===== src/rtl/rgb_fade_grey.sv =====
// Colour output stage: blanking, greyscale conversion, shadow/highlight pin
// generation and a frame-stepped brightness fade, through a 2-stage pipeline.
module rgb_fade_grey #(
  parameter int CW          = 5,
  parameter int FW          = 4,
  parameter int RW          = 4,
  parameter int RESET_LEVEL = 2**FW - 1
) (
  input  logic          CLK,
  input  logic          nRESET,
  input  logic          nBLANK,
  input  logic          nGREY,
  input  logic          nSHADE,
  input  logic          HI_LO,
  input  logic [CW-1:0] R,
  input  logic [CW-1:0] G,
  input  logic [CW-1:0] B,
  input  logic          VSYNC_PULSE,
  input  logic          FADE_START,
  input  logic [FW-1:0] FADE_TARGET,
  input  logic [RW-1:0] FADE_RATE,
  output logic [CW-1:0] ROUT,
  output logic [CW-1:0] GOUT,
  output logic [CW-1:0] BOUT,
  output logic [2:0]    SH_D,
  output logic [2:0]    nSH_EN,
  output logic [FW-1:0] FADE_LEVEL,
  output logic          FADE_BUSY
);

  typedef enum logic {S_IDLE, S_WAIT} fade_state_e;

  // Scale one channel by (level+1)/2^FW; level 0 forces black.
  function automatic logic [CW-1:0] fade_ch(input logic [CW-1:0] c,
                                            input logic [FW-1:0] l);
    logic [CW+FW:0] prod;
    prod = (CW+FW+1)'(c) * ((CW+FW+1)'(l) + (CW+FW+1)'(1));
    return (l == '0) ? '0 : CW'(prod >> FW);
  endfunction

  // Stage 1: colour select and qualifiers
  logic [CW+1:0] grey_sum;
  logic [CW-1:0] grey_val;
  logic [CW-1:0] s1_r_d, s1_g_d, s1_b_d, s1_r_q, s1_g_q, s1_b_q;
  logic          s1_blank_n_q, s1_shade_n_q, s1_hilo_q;

  // NOTE: every always_comb output gets a default first so no path can infer a latch.
  always_comb begin
    grey_sum = (CW+2)'(R) + ((CW+2)'(G) << 1) + (CW+2)'(B);
    grey_val = CW'(grey_sum >> 2);
    s1_r_d   = R;
    s1_g_d   = G;
    s1_b_d   = B;
    if (!nBLANK) begin
      s1_r_d = '0;
      s1_g_d = '0;
      s1_b_d = '0;
    end else if (!nGREY) begin
      s1_r_d = grey_val;
      s1_g_d = grey_val;
      s1_b_d = grey_val;
    end
  end

  // Stage 2: fade and shadow/highlight pins
  logic [FW-1:0] level_q, level_d;
  logic [CW-1:0] rout_d, gout_d, bout_d, rout_q, gout_q, bout_q;
  logic [2:0]    nz;
  logic [2:0]    sh_d_d, sh_d_q, sh_en_n_d, sh_en_n_q;

  always_comb begin
    rout_d    = fade_ch(s1_r_q, level_q);
    gout_d    = fade_ch(s1_g_q, level_q);
    bout_d    = fade_ch(s1_b_q, level_q);
    nz        = {|bout_d, |gout_d, |rout_d};
    sh_d_d    = ~({3{s1_hilo_q & s1_blank_n_q}} & nz);
    sh_en_n_d = ~({3{~s1_shade_n_q & s1_blank_n_q}} & nz);
  end

  // NOTE: pipeline registers are reset (blank flag asserted) so the pins are
  // released and the colour is black from the first cycle out of reset.
  // NOTE: sequential state uses non-blocking assignments only.
  always_ff @(posedge CLK or negedge nRESET) begin
    if (!nRESET) begin
      s1_r_q       <= '0;
      s1_g_q       <= '0;
      s1_b_q       <= '0;
      s1_blank_n_q <= 1'b0;
      s1_shade_n_q <= 1'b1;
      s1_hilo_q    <= 1'b0;
      rout_q       <= '0;
      gout_q       <= '0;
      bout_q       <= '0;
      sh_d_q       <= 3'b111;
      sh_en_n_q    <= 3'b111;
    end else begin
      s1_r_q       <= s1_r_d;
      s1_g_q       <= s1_g_d;
      s1_b_q       <= s1_b_d;
      s1_blank_n_q <= nBLANK;
      s1_shade_n_q <= nSHADE;
      s1_hilo_q    <= HI_LO;
      rout_q       <= rout_d;
      gout_q       <= gout_d;
      bout_q       <= bout_d;
      sh_d_q       <= sh_d_d;
      sh_en_n_q    <= sh_en_n_d;
    end
  end

  // Fade engine: state register
  fade_state_e   state_q, state_d;
  logic [FW-1:0] target_q, target_d;
  logic [RW-1:0] rate_q, rate_d, cnt_q, cnt_d;

  always_ff @(posedge CLK or negedge nRESET) begin
    if (!nRESET) begin
      state_q  <= S_IDLE;
      level_q  <= FW'(RESET_LEVEL);
      target_q <= FW'(RESET_LEVEL);
      rate_q   <= '0;
      cnt_q    <= '0;
    end else begin
      state_q  <= state_d;
      level_q  <= level_d;
      target_q <= target_d;
      rate_q   <= rate_d;
      cnt_q    <= cnt_d;
    end
  end

  // Fade engine: next state. A start pulse takes priority over a vsync.
  always_comb begin
    state_d  = state_q;
    level_d  = level_q;
    target_d = target_q;
    rate_d   = rate_q;
    cnt_d    = cnt_q;
    case (state_q)
      S_IDLE: begin
        if (FADE_START) begin
          rate_d = FADE_RATE;
          if (FADE_TARGET != level_q) begin
            target_d = FADE_TARGET;
            cnt_d    = FADE_RATE;
            state_d  = S_WAIT;
          end
        end
      end
      S_WAIT: begin
        if (FADE_START) begin
          target_d = FADE_TARGET;
          rate_d   = FADE_RATE;
          cnt_d    = FADE_RATE;
          state_d  = (FADE_TARGET == level_q) ? S_IDLE : S_WAIT;
        end else if (VSYNC_PULSE) begin
          if (cnt_q != '0) begin
            cnt_d = cnt_q - RW'(1);
          end else begin
            // Stepping toward the target can never overshoot, so no wrap.
            level_d = (level_q < target_q) ? level_q + FW'(1) : level_q - FW'(1);
            cnt_d   = rate_q;
            if (level_d == target_q) state_d = S_IDLE;
          end
        end
      end
      default: state_d = S_IDLE;
    endcase
  end

  // Fade engine: outputs
  always_comb begin
    FADE_BUSY  = (state_q == S_WAIT);
    FADE_LEVEL = level_q;
  end

  assign ROUT   = rout_q;
  assign GOUT   = gout_q;
  assign BOUT   = bout_q;
  assign SH_D   = sh_d_q;
  assign nSH_EN = sh_en_n_q;

endmodule


===== config.mk =====
export PLATFORM = sky130hd
export DESIGN_NAME = rgb_fade_grey
export DESIGN_NICKNAME = d
export VERILOG_FILES = /design/src/rtl/rgb_fade_grey.sv
export SDC_FILE = /design/constraint.sdc
export NUM_CORES = 1
export LEC_CHECK = 0
export ABC_AREA = 1
export CAP_MARGIN = 30
export CORE_MARGIN = 1
export CORE_UTILIZATION = 37
export CTS_BUF_LIST = sky130_fd_sc_hd__clkbuf_4
export CTS_CLUSTER_DIAMETER = 150
export DETAILED_ROUTE_END_ITERATION = 12
export GPL_ROUTABILITY_DRIVEN = 0
export MAX_ROUTING_LAYER = met4
export PLACE_DENSITY = 0.62
export SYNTH_ARGS = -nofsm -noshare
export SYNTH_HDL_FRONTEND = slang
export SYNTH_SLANG_ARGS = --single-unit

===== constraint.sdc =====
create_clock -name CLK -period 5.9 [get_ports CLK]
set_input_delay 0.59 -clock CLK [delete_from_list [all_inputs] [get_ports CLK]]
set_output_delay 0.59 -clock CLK [all_outputs]
set_load 0.05 [all_outputs]

==> reports/summary.txt, run 1 <==
==========================================================================================
Die area ....................................................................   0.0141 mm2
Req. time, crit path ........................................................      6.23 ns
Startpoint type of the worst setup path .....................................     register
Total Routing Usage GR ......................................................        0.171
Data arrival time of the worst path .........................................      5.09 ns
Minimum setup slack in the final design .....................................      1.14 ns
Cell seen most often among critical-path stages .............................      nand2_1
Util after Layout ...........................................................        0.442
DRT Pass-1 Iters ............................................................            4
Number of instances in the placed design ....................................          886
Static Leakage ..............................................................      3.24 nW
Iter 0 DRT Violations .......................................................          185
Worst path slowest cell .....................................................      dfstp_2
Clk buf depth ...............................................................            2
CTS Root Cell ...............................................................     clkbuf_4
Via total after detailed routing ............................................         4177
Post-cts sizing count .......................................................            0
Number of port buffers ......................................................           56
Global-route wire length before repair ......................................     19100 um
Placed wire-length estimate after detailed placement ........................      8660 um
Routed Wire Length ..........................................................     10600 um
Number of nets in the synthesized netlist ...................................          774
CP Capture Type .............................................................     register
Commonest non-fill, non-tap cell in the layout ..............................      nand2_1
Ranking of synthesized cells by area ........................................ dfrtp_1 (20%), ha_1 (14%), nand2_1 (12%), fa_1 (11%), inv_1 (9.6%)
Setup Crit Path Kind ........................................................   reg -> reg
Effective utilization at floorplan ..........................................        0.380
Number of standard-cell rows in the floorplan ...............................           42
Most frequent cells in the layout ........................................... nand2_1 (160), inv_1 (129), nor2_1 (77)
P per Cell Area .............................................................   518 mW/mm2
Max Fclk ....................................................................      210 MHz
Number of antenna violations at the first check in global routing ...........            0
Area of the core ............................................................   0.0132 mm2
Setup fix buffers added after clock tree synthesis ..........................            0
Cell accounting for the most synthesized area ...............................      dfrtp_1
Remaining number of nets flagged by the antenna check after routing .........            0
Outcome ..................................................................... finished clean
TritonCTS clock tree ........................................................        built
Remaining DRCs ..............................................................            0
Total CTS buffers ...........................................................            5
Number of sinks on the clock net ............................................           56
Detailed-route wire length per cell .........................................      11.9 um
H-tree depth ................................................................            2
Hold violation count in the final report ....................................            0
Overflow after GRT ..........................................................            0
Post-Synthesis Cell Area ....................................................  0.00503 mm2
Max capacitance violation total .............................................            0
Layout overhead on the synthesized area .....................................        16.3%
Setup repair after global routing missed its margin .........................        false
Worst Hold Slack ............................................................     0.281 ns
Pin count of the biggest net entering global routing ........................           57
Synth Warn # ................................................................            0
Crit path largest cell delay ................................................      0.78 ns
Max transition margin .......................................................        0.492
Type of the worst min-delay path ............................................  in -> async
Die height ..................................................................       119 um
Die boundary width ..........................................................       119 um
Synth cell types ............................................................           36
Vias/cell ...................................................................         4.67
Final Net Count .............................................................          833
Min cycle time layout .......................................................      4.76 ns
Synth Register Bits .........................................................           56
Worst ir drop on vdd ........................................................     0.150 mV
Number of global-route vias before repair ...................................         4373
Number of ports placed on the die boundary ..................................           57
Ant. Diodes .................................................................            0
Setup slack at placement ....................................................      1.20 ns
Number of hold buffers added after CTS ......................................            0
Mean Syn Cell Area ..........................................................     7.64 um2
Clk Latency, worst-skew pair ................................................      0.40 ns
Fraction of synthesized cell area taken by the top area cell type ...........        0.204
Final-report setup violation count ..........................................            0
Number of standard cells in the final layout excluding fillers ..............          894
Fraction of layout cells with a size suffix above 1 .........................       0.0766
Total count of max-transition violations in the final report ................            0
Cell count after synthesis ..................................................          658
Transition time at the pin with the least slew margin .......................     0.759 ns
Post-Route Skew .............................................................    0.0327 ns
Final clock period utilization by the worst path ............................        0.807
Seq/Total Area, Yosys .......................................................        0.282
Post-route setup TNS ........................................................         0 ns
Chain of cells forming the critical path .................................... ha_1 -> xor2_1 -> nand2_1 -> fa_1 -> inv_1 -> fa_1 -> fa_1 -> ha_1 -> nand2_1 -> nand2_1 -> a21oi_1 -> nand2_1 -> nand2_1 -> nand3_1 -> nand2_1 -> nor2_1 -> nand2_1 -> nand2_1
Clock edge transition at the registers on the reported setup and hold paths .      0.17 ns
Maximum net fanout on the critical path .....................................           15
==========================================================================================
[cells in the mapped netlist (all sizes together)]
cell type / instances
a22oi: 1
xnor2: 9
o21bai: 1
o21ai: 24
nor3: 3
dfstp: 15
clkinv: 2
mux2: 1
or2: 5
nand3b: 6
fa: 27
xor2: 5
inv: 133
a21o: 2
ha: 58
clkbuf: 1
a21oi: 24
nand4: 4
o211ai: 4
nor2: 80
nand2: 167
buf: 4
dfrtp: 41
nand3: 41
[metrics by stage]
step,power [W],cell area (um2)
floorplan,0.00230,5030
global placement,0.00280,5770
detailed placement,0.00283,5770
CTS,0.00307,5850
global route,0.00340,5850
finish,0.00303,5850
[path summary, 6_finish.rpt]
check                              start  depth (start not counted)           to  slack [ns]
max                        FADE_LEVEL[0]                         18      SH_D[1]        1.14
min reg2reg                  target_q[0]                          2  target_q[0]        0.51
min                               nRESET                          2      GOUT[1]        0.28
min in group CLK             target_q[0]                          2  target_q[0]        0.51
max reg2reg                FADE_LEVEL[0]                         18      SH_D[1]        1.14
max in group asynchronous         nRESET                          2      BOUT[4]        5.12
[layout make-up]
cell class                      count  area (um2)
Fill cell                        1348        7390
Multi-Input combinational cell    462        3060
Sequential cell                    56        1420
Timing Repair Buffer               57         563
Inverter                          135         508
Tap cell                          176         220
Clock buffer                        6        45.0
Clock inverter                      2        35.0
[sequential cells by signal, summed over array words and instances, names as in the netlist, 5 cells and up]
register / cells
s1_b_q: 5
GOUT: 5
s1_r_q: 5
s1_g_q: 5
ROUT: 5
BOUT: 5
[where the power goes]
group / internal, W / switching [W]
combinational: 0.000786 / 0.00141
clock: 0.0000936 / 0.000122
sequential: 0.000530 / 0.0000938
total: 0.00141 / 0.00162
[cell families after synthesis]
group,after synthesis,synth area share
and+or+nand+nor,306,0.269
xor gates and xnor gates,14,0.0244
AOI/OAI and AO/OA,56,0.0607
DFF,56,0.282
buffers and inverters,140,0.109
muxes,1,0.00224
adders and majority gates,85,0.252
[per-layer routing]
layer	vias to the layer above	GRT usage	routed length (um)
li1	2140	-	-
met1	1944	0.202	4900
met2	75	0.290	5020
met3	18	0.0290	364
met4	0	0.0696	337
met5	-	-	0
[worst max-delay path, delay by kind of cell, from the launching register on]
| kind | cells | cell delay (ns) |
|---|---|---|
| fa+ha+maj | 5 | 2.16 |
| compound gates | 1 | 0.18 |
| simple gates | 10 | 0.89 |
| flops | 1 | 0.78 |
| xor+xnor | 1 | 0.63 |
| buf+inv | 1 | 0.05 |
(Power assumes the default switching activity.)
==> run 2, diff against run 1 <==
- clock period: 5.9 -> 4.48 ns (I/O delays scaled with it)
==> reports/summary.txt, run 2 (synthesized netlist as in run 1, its figures left out) <==
==========================================================================================
Number of antenna violations at the first check in global routing ...........            0   unchanged
Number of standard-cell rows in the floorplan ...............................           42   unchanged
Final-report setup violation count ..........................................            0   unchanged
Total count of max-transition violations in the final report ................            0   unchanged
Remaining number of nets flagged by the antenna check after routing .........            0   unchanged
Overflow after GRT ..........................................................            0   unchanged
Total CTS buffers ...........................................................            5   unchanged
Vias/cell ...................................................................         4.68   was 4.67
Iter 0 DRT Violations .......................................................          159   was 185
Max layer used ..............................................................         met4   unchanged
TritonCTS clock tree ........................................................        built   unchanged
Worst path slowest cell .....................................................      dfstp_2   unchanged
Setup Crit Path Kind ........................................................   reg -> reg   unchanged
Remaining DRCs ..............................................................            0   unchanged
Net switching power .........................................................    0.00219 W   was 0.00162 W
Final clock period utilization by the worst path ............................        0.934   was 0.807
Startpoint type of the worst setup path .....................................     register   unchanged
CP Capture Type .............................................................     register   unchanged
Pin count of the biggest net entering global routing ........................           57   unchanged
Number of global-route vias before repair ...................................         4330   was 4373
Number of sinks on the clock net ............................................           56   unchanged
Routed Wire Length ..........................................................     10900 um   was 10600 um
Buffers plus inverters on the worst setup path ..............................            2   was 1
Worst ir drop on vdd ........................................................     0.228 mV   was 0.150 mV
Placed wire-length estimate after detailed placement ........................      8940 um   was 8660 um
Clk Latency, worst-skew pair ................................................      0.39 ns   was 0.40 ns
Maximum net fanout on the critical path .....................................            8   was 15
Outcome ..................................................................... finished clean   unchanged
Min cycle time layout .......................................................      4.18 ns   was 4.76 ns
Final Net Count .............................................................          841   was 833
Post-Place Cell Area ........................................................  0.00581 mm2   was 0.00577 mm2
Fraction of power consumed by the clock network .............................        0.057   was 0.071
Total Routing Usage GR ......................................................        0.173   was 0.171
Max transition margin .......................................................        0.535   was 0.492
Gate power share ............................................................        0.751   was 0.723
Util after Layout ...........................................................        0.446   was 0.442
Effective utilization at floorplan ..........................................        0.380   unchanged
DRT Pass-1 Iters ............................................................            4   unchanged
Met3 WL .....................................................................       359 um   was 364 um
Number of hold buffers added after CTS ......................................            0   unchanged
Max capacitance violation total .............................................            0   unchanged
H-tree depth ................................................................            2   unchanged
Clock edge transition at the registers on the reported setup and hold paths .      0.16 ns   was 0.17 ns
Post-Route Skew .............................................................    0.0121 ns   was 0.0327 ns
Number of ports placed on the die boundary ..................................           57   unchanged
Via total after detailed routing ............................................         4223   was 4177
Static Leakage ..............................................................      3.27 nW   was 3.24 nW
Global-route wire length before repair ......................................     19100 um   about the same
Routed length on met2 .......................................................      5490 um   was 5020 um
Cell seen most often among critical-path stages .............................      nand2_1   unchanged
Data arrival time of the worst path .........................................      4.52 ns   was 5.09 ns
P per Cell Area .............................................................   689 mW/mm2   was 518 mW/mm2
Fraction of layout cells with a size suffix above 1 .........................       0.0909   was 0.0766
Max Fclk ....................................................................      239 MHz   was 210 MHz
Setup repair after global routing missed its margin .........................        false   unchanged
Worst Hold Slack ............................................................     0.159 ns   was 0.281 ns
Detailed-route wire length per cell .........................................      12.1 um   was 11.9 um
Number of port buffers ......................................................           56   unchanged
CTS Root Cell ...............................................................     clkbuf_4   unchanged
Post-route setup TNS ........................................................         0 ns   unchanged
Die height ..................................................................       119 um   unchanged
Crit path largest cell delay ................................................      0.60 ns   was 0.78 ns
Switching share of total power ..............................................        0.537   was 0.535
Transition time at the pin with the least slew margin .......................     0.697 ns   was 0.759 ns
Ant. Diodes .................................................................            0   unchanged
Setup slack at placement ....................................................     0.193 ns   was 1.20 ns
Die boundary width ..........................................................       119 um   unchanged
Number of filler cells placed in the layout .................................         1361   was 1348
Area of the core ............................................................   0.0132 mm2   unchanged
Cell family contributing the most delay on the critical path ................  adder cells   unchanged
Reg power frac ..............................................................        0.193   was 0.206
Commonest non-fill, non-tap cell in the layout ..............................      nand2_1   unchanged
Type of the worst min-delay path ............................................  in -> async   unchanged
Req. time, crit path ........................................................      4.82 ns   was 6.23 ns
Clk buf depth ...............................................................            2   unchanged
Pint ........................................................................    0.00189 W   was 0.00141 W
Hold violation count in the final report ....................................            0   unchanged
Die area ....................................................................   0.0141 mm2   unchanged
Met1 wire length ............................................................      4930 um   was 4900 um
Layout overhead on the synthesized area .....................................        17.5%   was 16.3%
Final cell area excluding filler cells ......................................  0.00591 mm2   was 0.00585 mm2
Most frequent cells in the layout ........................................... nand2_1 (160), inv_1 (129), nor2_1 (77)   unchanged
Minimum setup slack in the final design .....................................     0.296 ns   was 1.14 ns
Chain of cells forming the critical path .................................... inv_1 -> ha_1 -> nand2_1 -> fa_1 -> inv_1 -> fa_1 -> fa_1 -> ha_1 -> nand2_1 -> nand2_1 -> a21oi_1 -> nand2_1 -> nand2_1 -> nand3_1 -> nand2_1 -> nor2_1 -> nand2_1 -> nand2_1   was ha_1 -> xor2_1 -> nand2_1 -> fa_1 -> inv_1 -> fa_1 -> fa_1 -> ha_1 -> nand2_1 -> nand2_1 -> a21oi_1 -> nand2_1 -> nand2_1 -> nand3_1 -> nand2_1 -> nor2_1 -> nand2_1 -> nand2_1
==========================================================================================
## run 2: final timing paths
check	start	end	slack, ns	cells after the start
setup / recovery	FADE_LEVEL[1]	SH_D[1]	0.30	18
hold / removal	nRESET	GOUT[1]	0.16	2
setup reg to reg	FADE_LEVEL[1]	SH_D[1]	0.30	18
hold reg to reg	target_q[0]	target_q[0]	0.51	2
max in group asynchronous	nRESET	ROUT[0]	3.86	2
min in group CLK	nSHADE	s1_shade_n_q	0.44	1
## run 2: cell type report
type / instances / area, um2 / share of cell area
clock buffers: 7 / 52.6 / 0.00889
clock inverters: 1 / 5.00 / 0.000847
inverters: 135 / 510 / 0.0864
multi-input cells: 462 / 3080 / 0.521
flip-flops and latches: 56 / 1420 / 0.240
well taps: 176 / 220 / 0.0373
repair buffers: 65 / 623 / 0.105
## run 2: what timing repair did
item,4_1_cts,5_1_grt
gates resized for setup,0,4
endpoints found under the setup margin,0,4
endpoints found under the hold margin,0,0
setup buffers,0,3
## run 2: power groups by stage
stage          sequential (W)  clock, W  combinational, W
2_1_floorplan         0.00116         0           0.00187
6_report             0.000785  0.000231           0.00306
5_1_grt              0.000805  0.000264           0.00347
3_5_place_dp         0.000803         0           0.00300
3_3_place_gp         0.000799         0           0.00293
4_1_cts              0.000792  0.000247           0.00302
## run 2: stage by stage
stage               total power, W  std cells
CTS                        0.00406        899
global placement           0.00373        891
detailed placement         0.00380        891
floorplan                  0.00303        658
global route               0.00454        902
finish                     0.00407        902
## run 2: metal layers
| metal | vias to the layer above | global-route usage |
|---|---|---|
| met5 | - | - |
| met4 | 0 | 0.0427 |
| met3 | 9 | 0.0275 |
| met2 | 73 | 0.305 |
| met1 | 1982 | 0.205 |
| li1 | 2159 | - |
## run 2: worst register-to-register path, delay by kind of cell, from the launching register on
| family | cells | cell delay [ns] |
|---|---|---|
| simple gates | 10 | 0.88 |
| flops | 1 | 0.60 |
| buf+inv | 2 | 0.15 |
| compound gates | 1 | 0.19 |
| fa+ha+maj | 5 | 2.32 |
